$ cat config.mk
export PLATFORM = sky130hd
export DESIGN_NAME = vga_buf_reader_flat
export DESIGN_NICKNAME = d
export VERILOG_FILES = /design/src/rtl/vga_buf_reader_if.sv /design/src/rtl/vga_buf_reader.sv /design/src/flat_wrapper.sv
export SDC_FILE = /design/constraint.sdc
export NUM_CORES = 1
export LEC_CHECK = 0
export CORE_MARGIN = 4
export CORE_UTILIZATION = 55
export CTS_CLUSTER_SIZE = 40
export DETAILED_ROUTE_END_ITERATION = 6
export GPL_ROUTABILITY_DRIVEN = 0
export GPL_TIMING_DRIVEN = 1
export HOLD_SLACK_MARGIN = 0.06
export PLACE_DENSITY = 0.84
export SLEW_MARGIN = 0
export SYNTH_ARGS = -nofsm -noshare
export SYNTH_HDL_FRONTEND = slang
export SYNTH_SLANG_ARGS = --single-unit
$ cat constraint.sdc
create_clock -name clk -period 4.8 [get_ports clk]
set_input_delay 1.2 -clock clk [delete_from_list [all_inputs] [get_ports clk]]
set_output_delay 1.2 -clock clk [all_outputs]
set_load 0.03 [all_outputs]
$ cat src/rtl/vga_buf_reader_if.sv
// Display-side port bundle of the vga_buf frame store: bank handshake, read port and DAC outputs.
// The reader drives the master modport; the frame store/DAC/writer side uses slave.
interface vga_buf_reader_if;
    logic        wr_frame_done;
    logic        front_bank;
    logic        swap_ack;
    logic [17:0] buf_rd_addr;
    logic [11:0] buf_rd_data;
    logic        hsync;
    logic        vsync;
    logic        blank;
    logic [11:0] rgb;

    modport master (
        input  wr_frame_done,
        input  buf_rd_data,
        output front_bank,
        output swap_ack,
        output buf_rd_addr,
        output hsync,
        output vsync,
        output blank,
        output rgb
    );

    modport slave (
        output wr_frame_done,
        output buf_rd_data,
        input  front_bank,
        input  swap_ack,
        input  buf_rd_addr,
        input  hsync,
        input  vsync,
        input  blank,
        input  rgb
    );
endinterface

$ cat src/rtl/vga_buf_reader.sv
// VGA timing generator and front-bank reader of the 320x240 double-banked frame store.
// One stored pixel covers a 2x2 screen block; syncs/blank are delayed to line up with rgb.
module vga_buf_reader #(
    parameter int unsigned H_ACTIVE = 640,
    parameter int unsigned H_FP     = 16,
    parameter int unsigned H_SYNC   = 96,
    parameter int unsigned H_BP     = 48,
    parameter int unsigned V_ACTIVE = 480,
    parameter int unsigned V_FP     = 10,
    parameter int unsigned V_SYNC   = 2,
    parameter int unsigned V_BP     = 33,
    parameter int unsigned RD_LAT   = 2,
    parameter bit          SYNC_POL = 1'b0
) (
    input  logic              clk,
    input  logic              reset,
    vga_buf_reader_if.master  bus
);
    localparam int unsigned H_TOTAL = H_ACTIVE + H_FP + H_SYNC + H_BP;
    localparam int unsigned V_TOTAL = V_ACTIVE + V_FP + V_SYNC + V_BP;
    localparam int unsigned DLEN    = RD_LAT + 2;

    localparam logic [9:0] HLast   = 10'(H_TOTAL - 1);
    localparam logic [9:0] VLast   = 10'(V_TOTAL - 1);
    localparam logic [9:0] HActEnd = 10'(H_ACTIVE);
    localparam logic [9:0] VActEnd = 10'(V_ACTIVE);
    localparam logic [9:0] HsStart = 10'(H_ACTIVE + H_FP);
    localparam logic [9:0] HsEnd   = 10'(H_ACTIVE + H_FP + H_SYNC);
    localparam logic [9:0] VsStart = 10'(V_ACTIVE + V_FP);
    localparam logic [9:0] VsEnd   = 10'(V_ACTIVE + V_FP + V_SYNC);

    logic [9:0]      hcount_q, hcount_d;
    logic [9:0]      vcount_q, vcount_d;
    logic            act, hs, vs;
    logic [8:0]      x;
    logic [7:0]      y;
    logic [16:0]     addr_q, addr_d;
    logic            swap;
    logic            swap_pend_q, swap_pend_d;
    logic            front_bank_q;
    logic [DLEN-1:0] act_dly_q, hs_dly_q, vs_dly_q;
    logic [11:0]     rgb_q;

    always_comb begin
        hcount_d = (hcount_q == HLast) ? 10'd0 : hcount_q + 10'd1;
        vcount_d = vcount_q;
        if (hcount_q == HLast) begin
            vcount_d = (vcount_q == VLast) ? 10'd0 : vcount_q + 10'd1;
        end

        act = (hcount_q < HActEnd) && (vcount_q < VActEnd);
        hs  = (hcount_q >= HsStart) && (hcount_q < HsEnd);
        vs  = (vcount_q >= VsStart) && (vcount_q < VsEnd);

        // y*320 + x as two shifts and adds; y only matters inside the active area.
        x      = hcount_q[9:1];
        y      = vcount_q[8:1];
        addr_d = act ? (17'(y) << 8) + (17'(y) << 6) + 17'(x) : 17'd0;

        // Swap point sits in vertical blanking, so the displayed bank never changes mid-picture.
        swap        = swap_pend_q && (hcount_q == 10'd0) && (vcount_q == VActEnd);
        swap_pend_d = bus.wr_frame_done | (swap_pend_q & ~swap);
    end

    always_ff @(posedge clk) begin
        if (reset) begin
            hcount_q     <= '0;
            vcount_q     <= '0;
            addr_q       <= '0;
            swap_pend_q  <= 1'b0;
            front_bank_q <= 1'b0;
            act_dly_q    <= '0;
            hs_dly_q     <= '0;
            vs_dly_q     <= '0;
            rgb_q        <= '0;
        end else begin
            hcount_q     <= hcount_d;
            vcount_q     <= vcount_d;
            addr_q       <= addr_d;
            swap_pend_q  <= swap_pend_d;
            front_bank_q <= front_bank_q ^ swap;
            act_dly_q    <= {act_dly_q[DLEN-2:0], act};
            hs_dly_q     <= {hs_dly_q[DLEN-2:0], hs};
            vs_dly_q     <= {vs_dly_q[DLEN-2:0], vs};
            // Stage RD_LAT is aligned with buf_rd_data for the same pixel.
            rgb_q        <= act_dly_q[RD_LAT] ? bus.buf_rd_data : 12'd0;
        end
    end

    always_comb begin
        bus.front_bank  = front_bank_q;
        bus.swap_ack    = swap & ~reset;
        bus.buf_rd_addr = {front_bank_q, addr_q};
        bus.blank       = ~act_dly_q[DLEN-1];
        bus.hsync       = hs_dly_q[DLEN-1] ? SYNC_POL : ~SYNC_POL;
        bus.vsync       = vs_dly_q[DLEN-1] ? SYNC_POL : ~SYNC_POL;
        bus.rgb         = rgb_q;
    end
endmodule

$ cat src/flat_wrapper.sv
// flat-port wrapper written by rule: the top's interface ports become plain ports
module vga_buf_reader_flat 
#(
    parameter int unsigned H_ACTIVE = 640,
    parameter int unsigned H_FP     = 16,
    parameter int unsigned H_SYNC   = 96,
    parameter int unsigned H_BP     = 48,
    parameter int unsigned V_ACTIVE = 480,
    parameter int unsigned V_FP     = 10,
    parameter int unsigned V_SYNC   = 2,
    parameter int unsigned V_BP     = 33,
    parameter int unsigned RD_LAT   = 2,
    parameter bit          SYNC_POL = 1'b0
)
  (clk, reset, bus_wr_frame_done, bus_buf_rd_data, bus_front_bank, bus_swap_ack, bus_buf_rd_addr, bus_hsync, bus_vsync, bus_blank, bus_rgb);
  vga_buf_reader_if bus_i ();
  input  logic clk;
  input  logic reset;
  input wire logic [$bits(bus_i.wr_frame_done)-1:0] bus_wr_frame_done;
  input wire logic [$bits(bus_i.buf_rd_data)-1:0] bus_buf_rd_data;
  output wire logic [$bits(bus_i.front_bank)-1:0] bus_front_bank;
  output wire logic [$bits(bus_i.swap_ack)-1:0] bus_swap_ack;
  output wire logic [$bits(bus_i.buf_rd_addr)-1:0] bus_buf_rd_addr;
  output wire logic [$bits(bus_i.hsync)-1:0] bus_hsync;
  output wire logic [$bits(bus_i.vsync)-1:0] bus_vsync;
  output wire logic [$bits(bus_i.blank)-1:0] bus_blank;
  output wire logic [$bits(bus_i.rgb)-1:0] bus_rgb;
  assign bus_i.wr_frame_done = bus_wr_frame_done;
  assign bus_i.buf_rd_data = bus_buf_rd_data;
  assign bus_front_bank = bus_i.front_bank;
  assign bus_swap_ack = bus_i.swap_ack;
  assign bus_buf_rd_addr = bus_i.buf_rd_addr;
  assign bus_hsync = bus_i.hsync;
  assign bus_vsync = bus_i.vsync;
  assign bus_blank = bus_i.blank;
  assign bus_rgb = bus_i.rgb;
  vga_buf_reader #(.H_ACTIVE(H_ACTIVE), .H_FP(H_FP), .H_SYNC(H_SYNC), .H_BP(H_BP), .V_ACTIVE(V_ACTIVE), .V_FP(V_FP), .V_SYNC(V_SYNC), .V_BP(V_BP), .RD_LAT(RD_LAT), .SYNC_POL(SYNC_POL)) u_core (.clk(clk), .reset(reset), .bus(bus_i));
endmodule
# Word-level counts from Yosys, hierarchy flattened
# Cells that the tools add are included.
[word_totals] regBits=63 elab_cells=43
[op_classes] order_cmp=6 n_mux=3 addsub=4 n_bitwise=9 reduce_logical=9 eq_ne=3
[op_table] cell="10-bit by 1-bit adder with 10-bit output (second input constant)" n=2
[op_table] cell="10-bit == test (second input constant)" n=2
[op_table] cell="10-bit < comparator (second input constant)" n=2
[op_table] cell="10-bit by 9-bit < comparator with 1-bit output (second input constant)" n=2
[op_table] cell="16-bit by 14-bit adder with 17-bit output" n=1
[op_table] cell="17-bit by 9-bit adder with 17-bit output" n=1
[op_table] cell="10-bit by 9-bit == test with 1-bit output (second input constant)" n=1
[op_table] cell="10-bit >= comparator (second input constant)" n=1
[op_table] cell="10-bit by 9-bit >= comparator with 1-bit output (second input constant)" n=1
[op_table] cell="10-bit zero test" n=1
[op_table] cell="10-bit 2-to-1 mux" n=1
[op_table] cell="2-bit OR reduction" n=3
[op_table] cell="1-bit logical AND" n=5
[op_table] cell="1-bit NOT" n=5
[op_table] cell="1-bit AND" n=2
[op_table] cell="1-bit 2-to-1 mux" n=2
[op_table] cell="1-bit OR" n=1
[op_table] cell="1-bit XOR" n=1

# Longest topological paths before layout
[logic_depth] ltp_word=6 mapped_depth=9 depth_no_buf=8

# Worst setup path before layout
# Ideal clock, no wire load.
[synth_timing] path_type="in2out" startpoint="input reset" endpoint="output bus_swap_ack" path_buffers=2 path_stages=3 setup_slack_ns=1.301 t_arrival_ns=2.299 required_ns=3.600 cell_sequence="clkbuf_1 buf_1 nor3_1"
[synth_via] elab_chain_len=2
[synth_lines] element="start, declared" line="flat_wrapper.sv:18" rtl="input logic reset;"
[synth_lines] element="1-bit NOT" line="vga_buf_reader.sv:92" rtl="bus.swap_ack = swap & ~reset;"
[synth_lines] element="1-bit AND" line="vga_buf_reader.sv:92"
[synth_lines] element="end, declared" line="flat_wrapper.sv:22" rtl="output wire logic [$bits(bus_i.swap_ack)-1:0] bus_swap_ack;"
# Every way passes these cells.

# Worst setup path in the final report
# Ends and elaborated chain as after synthesis.

==> metrics.log <==
[metrics] type of element launching the critical path: input pin
[metrics] origin of the worst min-delay path: u_core.vs_dly_q[2]
[metrics] starting utilization of the core area: 0.567
[metrics] final WL: 5390 microns
[metrics] via density per instance: 5.23
[metrics] top cells by area in the synthesized netlist: dfxtp_1, ha_1, and2_1
[metrics] predominant post-synthesis flop cell: dfxtp_1
[metrics] simple-gate share of the synthesized area: 0.242
[metrics] arrival time reported for the critical path endpoint: 2.61 ns
[metrics] CTS HTree Levels: 3
[metrics] area of the die: 6050 sq um
[metrics] Pre-antenna DRT Iters: 4
[metrics] number of DRC violations after detailed-routing iteration 0: 184
[metrics] count of nets left with antenna violations after detail routing: 0
[metrics] via total after detailed routing: 2,096
[metrics] worst slack at placement: 0.974 ns
[metrics] count of input and output buffers: 49
[metrics] all-layer global routing usage: 0.191
[metrics] number of global-route vias before repair: 1,953
[metrics] cells on worst reg2reg path: 7
[metrics] number of resized instances in the post-cts repair step: 0
[metrics] data required time of the worst path: 3.60 ns
[metrics] adder-cell area share of the yosys netlist: 0.104
[metrics] post-synthesis sequential element count: 63
[metrics] root buffer cell: clkbuf_8
[metrics] total number of placement rows: 25
[metrics] quantity of hold-fixing buffers added after cts: 0
[metrics] Final Max Slew Viols: 0
[metrics] max_cap viols: 0
[metrics] CP endpoint kind: output port
[metrics] share of the synthesized area in compound gates (AO/OA/AOI/OAI): 0.0864
[metrics] Reg2Reg Capture Point: u_core.addr_q[15]
[metrics] largest net degree at the start of global routing: 21
[metrics] multiplexer area fraction after synthesis: 0.00747
[metrics] final number of hold-violating endpoints: 0
[metrics] post-synthesis cell type with the largest combined area: dfxtp_1
[metrics] share of synthesized area occupied by flip-flops and latches: 0.471
[metrics] average footprint of a synthesized cell: 9.64 sq um
[metrics] width of the chip: 77.8 microns
[metrics] number of instances in the synthesized netlist: 278
[metrics] CP max stage cell: clkdlybuf4s50_1
[metrics] antenna violations before repair: 0
[metrics] Placeable Area: 4720 sq um
[metrics] worst min path class: reg2reg
[metrics] outcome: complete, no violations
[metrics] transition time at the pin with the least slew margin: 0.582 ns
[metrics] startpoint of the worst-slack reg-to-reg timing path: u_core.hcount_q[9]
[metrics] final core occ: 0.727
[metrics] grt ovf: 0
[metrics] buffer depth of the longest clock path: 2
[metrics] final total negative setup slack: 0 ns
[metrics] combined flip-flop and latch cell area: 1260 sq um
[metrics] post-route design area: 3430 sq um
[metrics] count of clock tree sinks: 63
[metrics] clock insertion delay at the later pin of the skew report: 0.34 ns
[metrics] final worst path period share: 0.793
[metrics] Max transition margin: 0.611
[metrics] CTS tree: yes
[metrics] Diodes inserted: 0
[metrics] dominant combinational cell family by area after synthesis: simple AND/OR/NAND/NOR gates
[metrics] cell chain of the critical path: clkdlybuf4s50_1 > nor3_1 > clkdlybuf4s50_1
[metrics] Post-Syn Area: 2680 sq um
[metrics] area delta synth->final: 28.1%
[metrics] time the final worst path needs with I/O delays and setup: 3.81 ns
[metrics] Multi-input gate area: 1280 sq um
[metrics] final layout net count: 365
[metrics] count of cell types in the netlist: 44
[metrics] CP max stage delay: 0.72 ns
[metrics] net count after synthesis: 314
[metrics] total I/O pin count: 50
[metrics] wire length per cell after detailed routing: 13.4 microns
[metrics] final worst clock skew: 0.00443 ns
[metrics] layout cells sized above 1: 0.0749
[metrics] CTS clk-pin slew, worst paths: 0.07 ns
[metrics] total setup buffers inserted after CTS: 0
[metrics] most used cell along the critical path: clkdlybuf4s50_1
[metrics] slack of the worst reg-to-reg path: 2.27 ns
[metrics] hold-critical path endpoint: u_core.vs_dly_q[3]
[metrics] maximum net fanout on the critical path: 2
[metrics] Post-DP HPWL: 3770 microns
[metrics] maximum ir drop on the vdd rail: 254 uV
[metrics] pwr dens: 322 nW/um^2
[metrics] fill count: 337
[metrics] count of final setup violators: 0
[metrics] post-placement cell count: 385
[metrics] share of the synthesized area in the top cell type: 0.471
[metrics] category of the critical setup timing path: in2out
[metrics] wire length of the first global-routing pass: 8950 microns
[metrics] Max Clk Rate: 263 MHz
[metrics] share of synthesized registers carrying an async set or reset: 0
[metrics] leakage power of the design: 1.39 nW
[metrics] clock buffer count from CTS: 9
[metrics] number of warnings printed during yosys synthesis: 0
[metrics] unrepaired setup endpoints after global routing: false
[metrics] worst hold path cell count: 1
[metrics] Placed Instance Area: 3200 sq um
[metrics] Post-Synth XOR/XNOR Area: 0.0392
[metrics] Die Ht: 77.8 microns
[metrics] final cell count without fillers: 401
[metrics] count of flip-flops with a built-in enable after synthesis: 0
[metrics] Final WS setup: 0.993 ns
[metrics] remaining design rule violation count: 0
-- cells by family (layout without fill, tap and decap cells) --
logic type / Yosys count / in the layout
muxes: 2 / 2
AOI/OAI and AO/OA: 37 / 37
xor gates and xnor gates: 12 / 12
buffers and inverters: 30 / 86
adders and majority gates: 21 / 21
DFF: 63 / 63
and+or+nand+nor: 113 / 113
-- cell usage after synthesis, types with 2 or more instances --
cell type,count
a21o_1,3
a21oi_1,14
a31o_2,2
and2_1,20
and3_1,4
and4_1,2
buf_2,4
buf_6,2
clkbuf_1,2
dfxtp_1,63
fa_1,2
ha_1,19
inv_1,20
mux2i_1,2
nand2_1,12
nand2b_1,2
nand3_1,9
nand4_1,9
nor2_1,19
nor2b_1,12
nor3_1,8
nor4_1,3
o21a_1,2
o21ai_0,8
o31ai_1,2
or3_1,4
or4_1,2
xnor2_1,4
xor2_1,8
-- sequential cells by signal, summed over array words and instances, names as in the netlist --
name                   flops
u_core.bus.front_bank      1
u_core.vcount_q           10
u_core.hs_dly_q            4
u_core.swap_pend_q         1
u_core.addr_q             17
u_core.vs_dly_q            4
u_core.act_dly_q           4
u_core.hcount_q           10
u_core.bus.rgb            12
-- worst max-delay path: cells and delay by family --
family	cells	cell delay [ns]
buf+inv	2	1.16
simple gates	1	0.25
-- worst max path at each step --
| stage | start | end | slack, ns | cells after the start |
|---|---|---|---|---|
| CTS | reset | bus_swap_ack | 0.96 | 3 |
| detailed placement | reset | bus_swap_ack | 0.97 | 3 |
| global route | reset | bus_swap_ack | 0.92 | 3 |
| floorplan | reset | bus_swap_ack | 1.30 | 3 |
| global placement | reset | bus_swap_ack | 1.02 | 3 |
| finish | reset | bus_swap_ack | 0.99 | 3 |
-- metrics by stage --
| step | power [W] | hold WS [ns] |
|---|---|---|
| after global routing | 0.00114 | 0.461 |
| after floorplan | 0.000565 | 0.414 |
| after CTS | 0.00111 | 0.444 |
| after detailed placement | 0.000588 | 0.429 |
| final | 0.00111 | 0.441 |
| after global placement | 0.000586 | 0.420 |
-- power breakdown --
part	internal [W]	switching [W]	leakage [nW]	total, W
logic	0.0000213	0.0000211	0.771	0.0000424
clock network	0.000320	0.000211	0.112	0.000531
registers	0.000529	0.00000375	0.510	0.000533
-- cell usage in the layout, fill, tap and decap left out, drive strengths merged, types with 8 or more instances in the layout --
cell type      count
a21oi             14
and2              20
clkbuf            11
clkdlybuf4s50     49
dfxtp             63
ha                19
inv               20
nand2             12
nand3             10
nand4              9
nor2              19
nor2b             12
nor3               8
o21ai              8
xor2               8
-- metal layers --
metal  GRT usage  part of all wire
met5           0                 0
met4       0.121             0.025
met3      0.0406             0.049
met2       0.315              0.48
met1       0.225              0.45
-- final cells by class --
class                      count  share of cell area
inverter                      20              0.0219
clock buffer                  11              0.0441
clock inverter                 5              0.0233
tap                           67              0.0244
multi-input combinational    185               0.374
sequential                    63               0.367
timing repair buffer          50               0.145
(Power assumes the default switching activity.)
